File: src/rtl/hazard_pkg.sv
`default_nettype none
// ============================================================================
//  Module      : hazard_pkg
//  Description : Shared constants for the D-stage hazard controller:
//                forwarding-select codes, mult/div start classes,
//                the "never used" TUse value and scoreboard slot indices.
//  Revision    : 1.0 - initial release
// ============================================================================
package hazard_pkg;

    // Default width of TUse/TNew fields
    localparam int TN_W = 3;

    // D-stage operand source selects
    localparam logic [1:0] FWD_RF = 2'd0;
    localparam logic [1:0] FWD_E  = 2'd1;
    localparam logic [1:0] FWD_M  = 2'd2;
    localparam logic [1:0] FWD_W  = 2'd3;

    // Mult/div start class carried with an instruction
    localparam logic [1:0] MD_NONE = 2'b00;
    localparam logic [1:0] MD_MULT = 2'b01;
    localparam logic [1:0] MD_DIV  = 2'b10;

    // TUse value meaning "operand never read"
    localparam int TUSE_NEVER = 7;

    // Scoreboard slot indices, youngest first
    localparam int NSLOT  = 3;
    localparam int SLOT_E = 0;
    localparam int SLOT_M = 1;
    localparam int SLOT_W = 2;

endpackage
`default_nettype wire

File: src/rtl/hazard_ctrl_md_busy_tracker.sv
`default_nettype none
// ============================================================================
//  Module      : md_busy_tracker
//  Description : Mult/div unit busy counter. The counter is loaded while a
//                mult/div start sits in the E slot, so the load becomes
//                visible the cycle after the start leaves E, then counts
//                down to zero.
//  Ports       : Clk, Reset    - clock, synchronous active-high reset
//                md_start_i    - MD start class of the instruction now in E
//                md_busy_o     - counter nonzero
//  Revision    : 1.0 - initial release
// ============================================================================
module md_busy_tracker #(
    parameter int MULT_CYC = 5,
    parameter int DIV_CYC  = 10
) (
    input  logic       Clk,
    input  logic       Reset,
    input  logic [1:0] md_start_i,
    output logic       md_busy_o
);
    import hazard_pkg::*;

    localparam int MAX_CYC = (DIV_CYC > MULT_CYC) ? DIV_CYC : MULT_CYC;
    localparam int CNT_W   = $clog2(MAX_CYC + 1);

    localparam logic [CNT_W-1:0] C_MULT_LD = CNT_W'(MULT_CYC);
    localparam logic [CNT_W-1:0] C_DIV_LD  = CNT_W'(DIV_CYC);

    logic [CNT_W-1:0] cnt_q;
    logic [CNT_W-1:0] cnt_d;

    // A new start can only reach E when the unit is idle (MD users stall
    // while busy), so the load never overwrites a live count.
    always_comb begin
        cnt_d = cnt_q;
        case (md_start_i)
            MD_MULT: cnt_d = C_MULT_LD;
            MD_DIV:  cnt_d = C_DIV_LD;
            default: cnt_d = (cnt_q == '0) ? '0 : cnt_q - 1'b1;
        endcase
    end

    always_ff @(posedge Clk) begin
        if (Reset) begin
            cnt_q <= '0;
        end else begin
            cnt_q <= cnt_d;
        end
    end

    assign md_busy_o = (cnt_q != '0);

endmodule
`default_nettype wire

File: src/rtl/hazard_ctrl.sv
`default_nettype none
// ============================================================================
//  Module      : hazard_ctrl
//  Description : D-stage hazard controller. Keeps a private scoreboard of
//                in-flight GPR writes (E/M/W) that mirrors the pipeline
//                registers, compares D-stage TUse against in-flight TNew to
//                raise Stall (freeze F/D, bubble into E) and picks D-stage
//                forwarding sources. Also stalls HI/LO users while the
//                mult/div unit is busy.
//  Ports       : Clk, Reset          - clock, synchronous active-high reset
//                D_Rs, D_Rt          - source registers of the D instruction
//                D_TUseRs, D_TUseRt  - cycles until operand needed (7 never)
//                D_RegWrite          - D instruction writes a GPR
//                D_WriteReg          - destination GPR
//                D_TNew              - cycles from D until result exists
//                D_MDStart           - 00 none, 01 mult, 10 div
//                D_MDUse             - D instruction uses HI/LO or starts MD
//                Stall               - freeze PC/D, bubble into E
//                FwdRsSel, FwdRtSel  - 0 RF, 1 E, 2 M, 3 W
//                MDBusy              - mult/div counter nonzero
//                StallCnt            - stall-cycle counter (HAZARD_STAT_EN)
//  Config      : HAZARD_STAT_EN adds the StallCnt output and counter.
//  Revision    : 1.0 - initial release
// ============================================================================
module hazard_ctrl #(
    parameter int MULT_CYC = 5,
    parameter int DIV_CYC  = 10,
    parameter int TN_W     = hazard_pkg::TN_W
) (
    input  logic            Clk,
    input  logic            Reset,
    input  logic [4:0]      D_Rs,
    input  logic [4:0]      D_Rt,
    input  logic [TN_W-1:0] D_TUseRs,
    input  logic [TN_W-1:0] D_TUseRt,
    input  logic            D_RegWrite,
    input  logic [4:0]      D_WriteReg,
    input  logic [TN_W-1:0] D_TNew,
    input  logic [1:0]      D_MDStart,
    input  logic            D_MDUse,
    output logic            Stall,
    output logic [1:0]      FwdRsSel,
    output logic [1:0]      FwdRtSel,
    output logic            MDBusy
`ifdef HAZARD_STAT_EN
    ,
    output logic [31:0]     StallCnt
`endif
);
    import hazard_pkg::*;

    localparam logic [TN_W-1:0] C_TUSE_NEVER = TN_W'(TUSE_NEVER);

    // Saturating decrement: a produced result stays ready, never wraps.
    function automatic logic [TN_W-1:0] sat_dec(input logic [TN_W-1:0] v);
        return (v == '0) ? v : v - 1'b1;
    endfunction

    // ------------------------------------------------------------------
    // Scoreboard state, index 0 = E (youngest) .. 2 = W
    // ------------------------------------------------------------------
    logic [NSLOT-1:0]           vld_q,  vld_d;
    logic [NSLOT-1:0][4:0]      addr_q, addr_d;
    logic [NSLOT-1:0][TN_W-1:0] tnew_q, tnew_d;
    logic [1:0]                 e_md_q, e_md_d;

    always_comb begin
        vld_d  = '0;
        addr_d = '0;
        tnew_d = '0;
        e_md_d = MD_NONE;

        // A stalled D instruction leaves a bubble in E
        if (!Stall) begin
            vld_d[SLOT_E]  = D_RegWrite && (D_WriteReg != 5'd0);
            addr_d[SLOT_E] = D_WriteReg;
            tnew_d[SLOT_E] = sat_dec(D_TNew);
            e_md_d         = D_MDStart;
        end

        vld_d[SLOT_M]  = vld_q[SLOT_E];
        addr_d[SLOT_M] = addr_q[SLOT_E];
        tnew_d[SLOT_M] = sat_dec(tnew_q[SLOT_E]);

        vld_d[SLOT_W]  = vld_q[SLOT_M];
        addr_d[SLOT_W] = addr_q[SLOT_M];
        tnew_d[SLOT_W] = sat_dec(tnew_q[SLOT_M]);
    end

    always_ff @(posedge Clk) begin
        if (Reset) begin
            vld_q  <= '0;
            addr_q <= '0;
            tnew_q <= '0;
            e_md_q <= MD_NONE;
        end else begin
            vld_q  <= vld_d;
            addr_q <= addr_d;
            tnew_q <= tnew_d;
            e_md_q <= e_md_d;
        end
    end

    // ------------------------------------------------------------------
    // Per-slot match and readiness
    // ------------------------------------------------------------------
    logic [NSLOT-1:0] w_rs_hit;
    logic [NSLOT-1:0] w_rt_hit;
    logic [NSLOT-1:0] w_rdy;

    for (genvar g = 0; g < NSLOT; g++) begin : g_slot
        assign w_rs_hit[g] = vld_q[g] && (addr_q[g] == D_Rs) && (D_Rs != 5'd0);
        assign w_rt_hit[g] = vld_q[g] && (addr_q[g] == D_Rt) && (D_Rt != 5'd0);
        assign w_rdy[g]    = (tnew_q[g] == '0);
    end

    // ------------------------------------------------------------------
    // Stall: only E and M can still be producing; W results are always
    // available through the same-cycle RF bypass.
    // ------------------------------------------------------------------
    logic w_rs_stall;
    logic w_rt_stall;
    logic w_md_stall;
    logic w_e_md;

    assign w_rs_stall = (D_TUseRs != C_TUSE_NEVER) &&
                        ((w_rs_hit[SLOT_E] && (tnew_q[SLOT_E] > D_TUseRs)) ||
                         (w_rs_hit[SLOT_M] && (tnew_q[SLOT_M] > D_TUseRs)));
    assign w_rt_stall = (D_TUseRt != C_TUSE_NEVER) &&
                        ((w_rt_hit[SLOT_E] && (tnew_q[SLOT_E] > D_TUseRt)) ||
                         (w_rt_hit[SLOT_M] && (tnew_q[SLOT_M] > D_TUseRt)));

    // An MD start sitting in E has not loaded the counter yet, so it must
    // block HI/LO users on its own.
    assign w_e_md     = (e_md_q == MD_MULT) || (e_md_q == MD_DIV);
    assign w_md_stall = D_MDUse && (MDBusy || w_e_md);

    assign Stall = w_rs_stall || w_rt_stall || w_md_stall;

    // ------------------------------------------------------------------
    // Forward select: the youngest matching slot owns the value; if it is
    // not ready yet, an older ready copy would be stale, so fall back to RF.
    // ------------------------------------------------------------------
    function automatic logic [1:0] fwd_pick(input logic [NSLOT-1:0] hit,
                                            input logic [NSLOT-1:0] rdy);
        if (hit[SLOT_E]) return rdy[SLOT_E] ? FWD_E : FWD_RF;
        if (hit[SLOT_M]) return rdy[SLOT_M] ? FWD_M : FWD_RF;
        if (hit[SLOT_W]) return rdy[SLOT_W] ? FWD_W : FWD_RF;
        return FWD_RF;
    endfunction

    assign FwdRsSel = fwd_pick(w_rs_hit, w_rdy);
    assign FwdRtSel = fwd_pick(w_rt_hit, w_rdy);

    // ------------------------------------------------------------------
    // Mult/div busy tracking
    // ------------------------------------------------------------------
    md_busy_tracker #(
        .MULT_CYC (MULT_CYC),
        .DIV_CYC  (DIV_CYC)
    ) u_md_busy (
        .Clk        (Clk),
        .Reset      (Reset),
        .md_start_i (e_md_q),
        .md_busy_o  (MDBusy)
    );

`ifdef HAZARD_STAT_EN
    logic [31:0] stall_cnt_q;

    always_ff @(posedge Clk) begin
        if (Reset) begin
            stall_cnt_q <= '0;
        end else if (Stall) begin
            stall_cnt_q <= stall_cnt_q + 32'd1;
        end
    end

    assign StallCnt = stall_cnt_q;
`endif

endmodule
`default_nettype wire
File: config.mk
export PLATFORM = sky130hd
export DESIGN_NAME = hazard_ctrl
export DESIGN_NICKNAME = d
export VERILOG_FILES = /design/src/rtl/hazard_pkg.sv /design/src/rtl/hazard_ctrl_md_busy_tracker.sv /design/src/rtl/hazard_ctrl.sv
export SDC_FILE = /design/constraint.sdc
export NUM_CORES = 1
export LEC_CHECK = 0
export BUFFER_PORTS_ARGS = -buffer_cell sky130_fd_sc_hd__buf_2
export CAP_MARGIN = 20
export CORE_UTILIZATION = 58
export CTS_BUF_LIST = sky130_fd_sc_hd__clkbuf_2 sky130_fd_sc_hd__clkbuf_4 sky130_fd_sc_hd__clkbuf_8
export DETAILED_ROUTE_END_ITERATION = 10
export PLACE_DENSITY_LB_ADDON = 0.12
export SYNTH_ARGS = -nofsm -noshare
export SYNTH_HDL_FRONTEND = slang
export SYNTH_SLANG_ARGS = --single-unit
export TNS_END_PERCENT = 5
File: constraint.sdc
create_clock -name Clk -period 2.3 [get_ports Clk]
set_input_delay 0.23 -clock Clk [delete_from_list [all_inputs] [get_ports Clk]]
set_output_delay 0.23 -clock Clk [all_outputs]
set_load 0.02 [all_outputs]
# After elaboration in Yosys (flattened, before gate mapping)
# Index checks and enable logic that the tools add are counted.
[totals] reg_bits=33 output_inout_bits=6
[op_classes] addsub=4 n_lt_le_gt_ge=4 n_eq_ne=10 mux=32 reduce_logical=36
[op_table] cell="5-bit equality test" n=6
[op_table] cell="2-bit two-way mux" n=14
[op_table] cell="1-bit logical AND" n=20
[op_table] cell="5-bit nonzero test" n=3
[op_table] cell="1-bit two-way mux" n=13
[op_table] cell="3-bit > comparator" n=4
[op_table] cell="3-bit zero test" n=4
[op_table] cell="3-bit two-way mux" n=3
[op_table] cell="3-bit by 1-bit subtractor with 3-bit output (second input constant)" n=3
[op_table] cell="4-bit one-hot mux with 2 select lines" n=1
[op_table] cell="1-bit logical OR" n=6
[op_table] cell="3-bit != test (second input constant)" n=2
[op_table] cell="4-bit zero test" n=1
[op_table] cell="4-bit two-way mux" n=1
[op_table] cell="4-bit nonzero test" n=1
[op_table] cell="4-bit by 1-bit subtractor with 4-bit output (second input constant)" n=1
[op_table] cell="2-bit by 1-bit equality test with 1-bit output (second input constant)" n=1
[op_table] cell="2-bit equality test (second input constant)" n=1
[op_table] cell="2-bit OR reduction" n=1

# Depth between registers and ports, before layout
[logic_depth] word_depth=10 ltp_mapped=9 mapped_depth_nobuf=8

# Modules after synthesis
# Synthesis repeated with hierarchy kept, for this count alone.
[unflattened] hier_cells=222 hier_area_um2=1998.2
[modules_own_cells] mod="hazard_ctrl" instances=1 cells_each=198 area_per_inst_um2=1778.0
[modules_own_cells] mod="md_busy_tracker" instances=1 cells_each=24 area_per_inst_um2=220.2

# Worst setup path after synthesis
# No wires, ideal clock.
[synth_path] path_type="input to output" start="input port D_Rt[1]" end="output port FwdRtSel[1]" arrival_time_ns=1.631 path_slack_ns=0.439 cell_stages=6 n_path_buf=0 cell_sequence="or4_1 nor2_2 nor4_1 nor4_1 a21oi_1 nor2_1"
[synth_between] elab_chain_len=9 elab_cells_between_ends=21
[synth_lines] element="start: declaration" line_no="hazard_ctrl.sv:33" source="input logic [4:0] D_Rt,"
[synth_lines] element="5-bit equality test" line_no="hazard_ctrl.sv:113" source="assign w_rt_hit[g] = vld_q[g] && (addr_q[g] == D_Rt) && (D_Rt != 5'd0);"
[synth_lines] element="1-bit logical AND (2 in a row)" line_no="hazard_ctrl.sv:113"
[synth_lines] element="1-bit two-way mux (2 in a row)" line_no="hazard_ctrl.sv:148" source="if (hit[SLOT_W]) return rdy[SLOT_W] ? FWD_W : FWD_RF;"
[synth_lines] element="1-bit two-way mux" line_no="hazard_ctrl.sv:147" source="if (hit[SLOT_M]) return rdy[SLOT_M] ? FWD_M : FWD_RF;"
[synth_lines] element="2-bit two-way mux" line_no="hazard_ctrl.sv:149" source="return FWD_RF;"
[synth_lines] element="2-bit two-way mux" line_no="hazard_ctrl.sv:148"
[synth_lines] element="2-bit two-way mux (*)" line_no="hazard_ctrl.sv:147"
[synth_lines] element="end: declaration" line_no="hazard_ctrl.sv:43" source="output logic [1:0] FwdRtSel,"
# Mark *: on every way between the ends. The rest lies on a longest branch, timed or not. The select of a mux whose other input is x is not followed.

# Worst setup path after layout
[layout_path] start="register addr_q (netlist bit addr_d[11])" end="output port FwdRsSel[0]"
[layout_between] elab_chain_len=8 elab_cells_between_ends=10
[layout_lines] element="start: declaration" line_no="hazard_ctrl.sv:63" source="logic [NSLOT-1:0][4:0] addr_q, addr_d;"
[layout_lines] element="start signal: assignment" line_no="hazard_ctrl.sv:98" source="addr_q <= addr_d;"
[layout_lines] element="5-bit equality test (*)" line_no="hazard_ctrl.sv:112" source="assign w_rs_hit[g] = vld_q[g] && (addr_q[g] == D_Rs) && (D_Rs != 5'd0);"
[layout_lines] element="1-bit logical AND (*) (2 in a row)" line_no="hazard_ctrl.sv:112"
[layout_lines] element="2-bit two-way mux" line_no="hazard_ctrl.sv:147"
[layout_lines] element="2-bit two-way mux" line_no="hazard_ctrl.sv:148"
[layout_lines] element="2-bit two-way mux" line_no="hazard_ctrl.sv:149"
[layout_lines] element="2-bit two-way mux (*)" line_no="hazard_ctrl.sv:148"
[layout_lines] element="2-bit two-way mux (*)" line_no="hazard_ctrl.sv:147"
[layout_lines] element="end: declaration" line_no="hazard_ctrl.sv:42" source="output logic [1:0] FwdRsSel,"
# Marked as above.

==> impl_metrics.py <==
metrics = {
    "synth": {
        "synth_top_area_share_pct": 33.27,
        "synth_area_sq_um": 1986,
        "syn-num-nets": 278,
        "synth_compound_area_share_pct": 7.057,
        "synthSimpleGateAreaFrac_pct": 22.87,
        "synth_edf_count": 0,
        "synth_mux_area_share_pct": 2.142,
        "synth_xor_area_share_pct": 14.56,
        "synthTopCellsByArea": "dfxtp_1 (33%), ha_1 (14%), xnor2_1 (10%)",
        "synth.distinct_cells": 30,
        "synth_top_family_by_area": "simple AND/OR/NAND/NOR gates",
        "ys.flop_type": "dfxtp_1",
        "ys_seq_area_share_pct": 33.27,
        "yosys_warnings": 0,
        "ys_seq_elements": 33,
        "yosysTopAreaCell": "dfxtp_1",
        "syn_area_per_cell_sq_um": 8.786,
        "async_flop_share_pct": 0,
        "syn_inst": 226,
        "yosys.area_share.adder_pct": 13.86,
    },
    "detailed_routing": {
        "drt_iter0_drc": 46,
        "drt_first_pass_iters": 4,
        "viasPerCell": 5.074,
        "drc_errors": 0,
        "wirelength_um": 3794,
        "vias": 1568,
        "wl_per_cell_um": 12.28,
        "ant_nets": 0,
    },
    "timing": {
        "max-slew-margin-rel_pct": 67.22,
        "fin_skew_ns": 0.01001,
        "hold_violations": 0,
        "min_period_over_period_pct": 96.35,
        "fin_setup_tns_ns": 0,
        "setup_ws_ns": 0.08388,
        "finalSetupViolations": 0,
        "slew_viol_final": 0,
        "period_needed_ns": 2.216,
        "rsz0062_at_grt": "yes",
        "max_freq_mhz": 451.2,
        "tightest_slew_ns": 0.4872,
        "timing.hold.ws_ns": 0.1078,
    },
    "final_layout": {
        "insertedDiodeCount": 0,
        "area_delta_synth_final_pct": 15.75,
        "drive_gt1_share_pct": 23.02,
        "nets": 317,
        "finalNonFillerCells": 309,
        "layout_commonest_cell": "buf_2",
        "layout_common_cells": "buf_2 (35), dfxtp_1 (33), inv_1 (27)",
        "fin_util_pct": 72.90,
    },
    "clock_network": {
        "tritoncts": "built",
        "clock_sinks": 33,
        "root_buffer": "clkbuf_4",
        "postCtsSetupBuffers": 0,
        "h-tree-depth": 2,
        "cts_inserted_buffers": 5,
        "path_clk_slew_ns": 0.10,
        "post_cts_resize_count": 0,
        "insertion_delay_ns": 0.33,
        "clk_path_buf_depth": 2,
        "postCtsHoldBufs": 0,
    },
    "die": {
        "core_sq_um": 3153,
        "die_area_sq_um": 3661,
        "start_util_pct": 62.98,
        "die_w_um": 60.51,
        "rows": 20,
        "io_pins": 36,
        "die_y_um": 60.51,
    },
    "pwr": {
        "power_density_nw_per_um2": 651.5,
        "combPwrFrac_pct": 27.1,
        "p_clk_share_pct": 27.4,
        "seqPwrFrac_pct": 45.5,
        "p_leak_nw": 1.042,
        "irDropWorstVdd_uv": 386.6,
        "p_switching_mw": 0.4614,
        "p_int_mw": 1.036,
        "switching_share_pct": 30.81,
    },
    "hold_path": {
        "min_path_type": "in -> reg",
    },
    "placed_design": {
        "place_ws_ns": 0.2185,
        "place_inst": 302,
        "place_congestion": 0.8972,
        "port_buffers": 35,
        "post-dp-hpwl_um": 2954,
    },
    "critical_path": {
        "required_ns": 2.07,
        "critPathMaxStageDelay_ns": 0.39,
        "cp_max_fo": 3,
        "cp_cell_sequence": "xnor2_1 > nand4_1 > nor4_1 > nor4_1 > mux2_1 > buf_2",
        "endpoint": "FwdRsSel[0]",
        "cp.arrival_ns": 1.99,
        "r2r_end": "vld_q[0]",
        "crit_family": "simple AND/OR/NAND/NOR gates",
        "r2r_start": "addr_d[11]",
        "reg2reg_depth": 7,
        "worstSetupStartpointType": "flip-flop",
        "crit_cells": 6,
        "startpoint": "addr_d[11]",
        "endpoint_kind": "primary output",
        "reg2reg_slack_ns": 0.46,
        "path_class": "reg -> out",
        "slowest_stage": "dfxtp_1",
        "crit_path_frequent_cell": "nor4_1",
        "crit_buf_inv": 1,
    },
    "flow_run": {
        "drv_cap": 0,
    },
    "run_status": {
        "status": "completed",
    },
    "grt": {
        "grt_pass1_wl_um": 5623,
        "grt_overflow_total": 0,
        "grt_max_degree": 24,
        "grtUsageTotal_pct": 21.61,
        "grt_pass1_vias": 1321,
        "antenna_found_initial": 0,
    },
}
[per-layer routing]
layer  up-vias  share of wire, %  GRT usage, %
met3         6               4.6         6.397
met2        35                45         33.12
met5         -                 0             0
li1        825                 -             -
met4         0               1.4         8.766
met1       702                49         28.63
[worst min-delay path, delay by kind of cell]
kind / cells / cell delay [ns]
buffers and inverters: 2 / 0.14
and+or+nand+nor: 1 / 0.04
[through the flow]
step                instance area (sq um)  power, mW
floorplan                            1986     0.9762
global placement                     2201      1.081
detailed placement                   2201      1.089
CTS                                  2273      1.492
global route                         2298      1.587
finish                               2298      1.497
[power groups by stage]
stage	Clock (mW)	Combinational, mW	Sequential (mW)
floorplan	0	0.298	0.678
global placement	0	0.391	0.690
detailed placement	0	0.398	0.691
CTS	0.414	0.400	0.678
global route	0.440	0.457	0.690
finish	0.410	0.406	0.682
[area by class of cell]
cell class	count	area [sq um]
Inverter	27	101.3
Sequential cell	33	660.6
Tap cell	44	55.05
Clock inverter	2	35.03
Multi-Input combinational cell	162	1226
Timing Repair Buffer	36	182.7
Fill cell	262	854.6
Clock buffer	5	37.54
[registers in the layout, summed over array words and instances, names as in the netlist]
| signal | count |
|---|---|
| addr_d | 10 |
| u_md_busy.cnt_q | 4 |
| tnew_q | 9 |
| vld_q | 3 |
| addr_q | 5 |
| e_md_q | 2 |
[kinds of logic after synthesis]
group	Yosys count
simple gates	82
xor+xnor	33
flops	33
buf+inv	31
fa+ha+maj	22
compound gates	21
mux	4
[how the worst min path moves through the flow]
stage | start | slack [ns] | cells after the start | end
after floorplan | Reset | 0.30 | 1 | addr_q[14]
after global placement | D_MDStart[0] | 0.45 | 3 | e_md_q[0]
after detailed placement | D_MDStart[1] | 0.46 | 3 | e_md_q[1]
after CTS | D_MDStart[0] | 0.10 | 3 | e_md_q[0]
after global routing | D_MDStart[0] | 0.09 | 3 | e_md_q[0]
final | D_MDStart[0] | 0.11 | 3 | e_md_q[0]
[synthesized netlist by cell type, types with 3 or more instances]
cell,count
inv_1,27
o21ai_0,6
nand3_1,7
ha_1,22
nor4_1,7
a21oi_1,8
dfxtp_1,33
nor2_1,17
nand2_1,6
xnor2_1,23
xor2_1,10
nand4_1,7
clkbuf_1,3
nor2_2,12
nor2b_1,18
(Power assumes the default switching activity.)
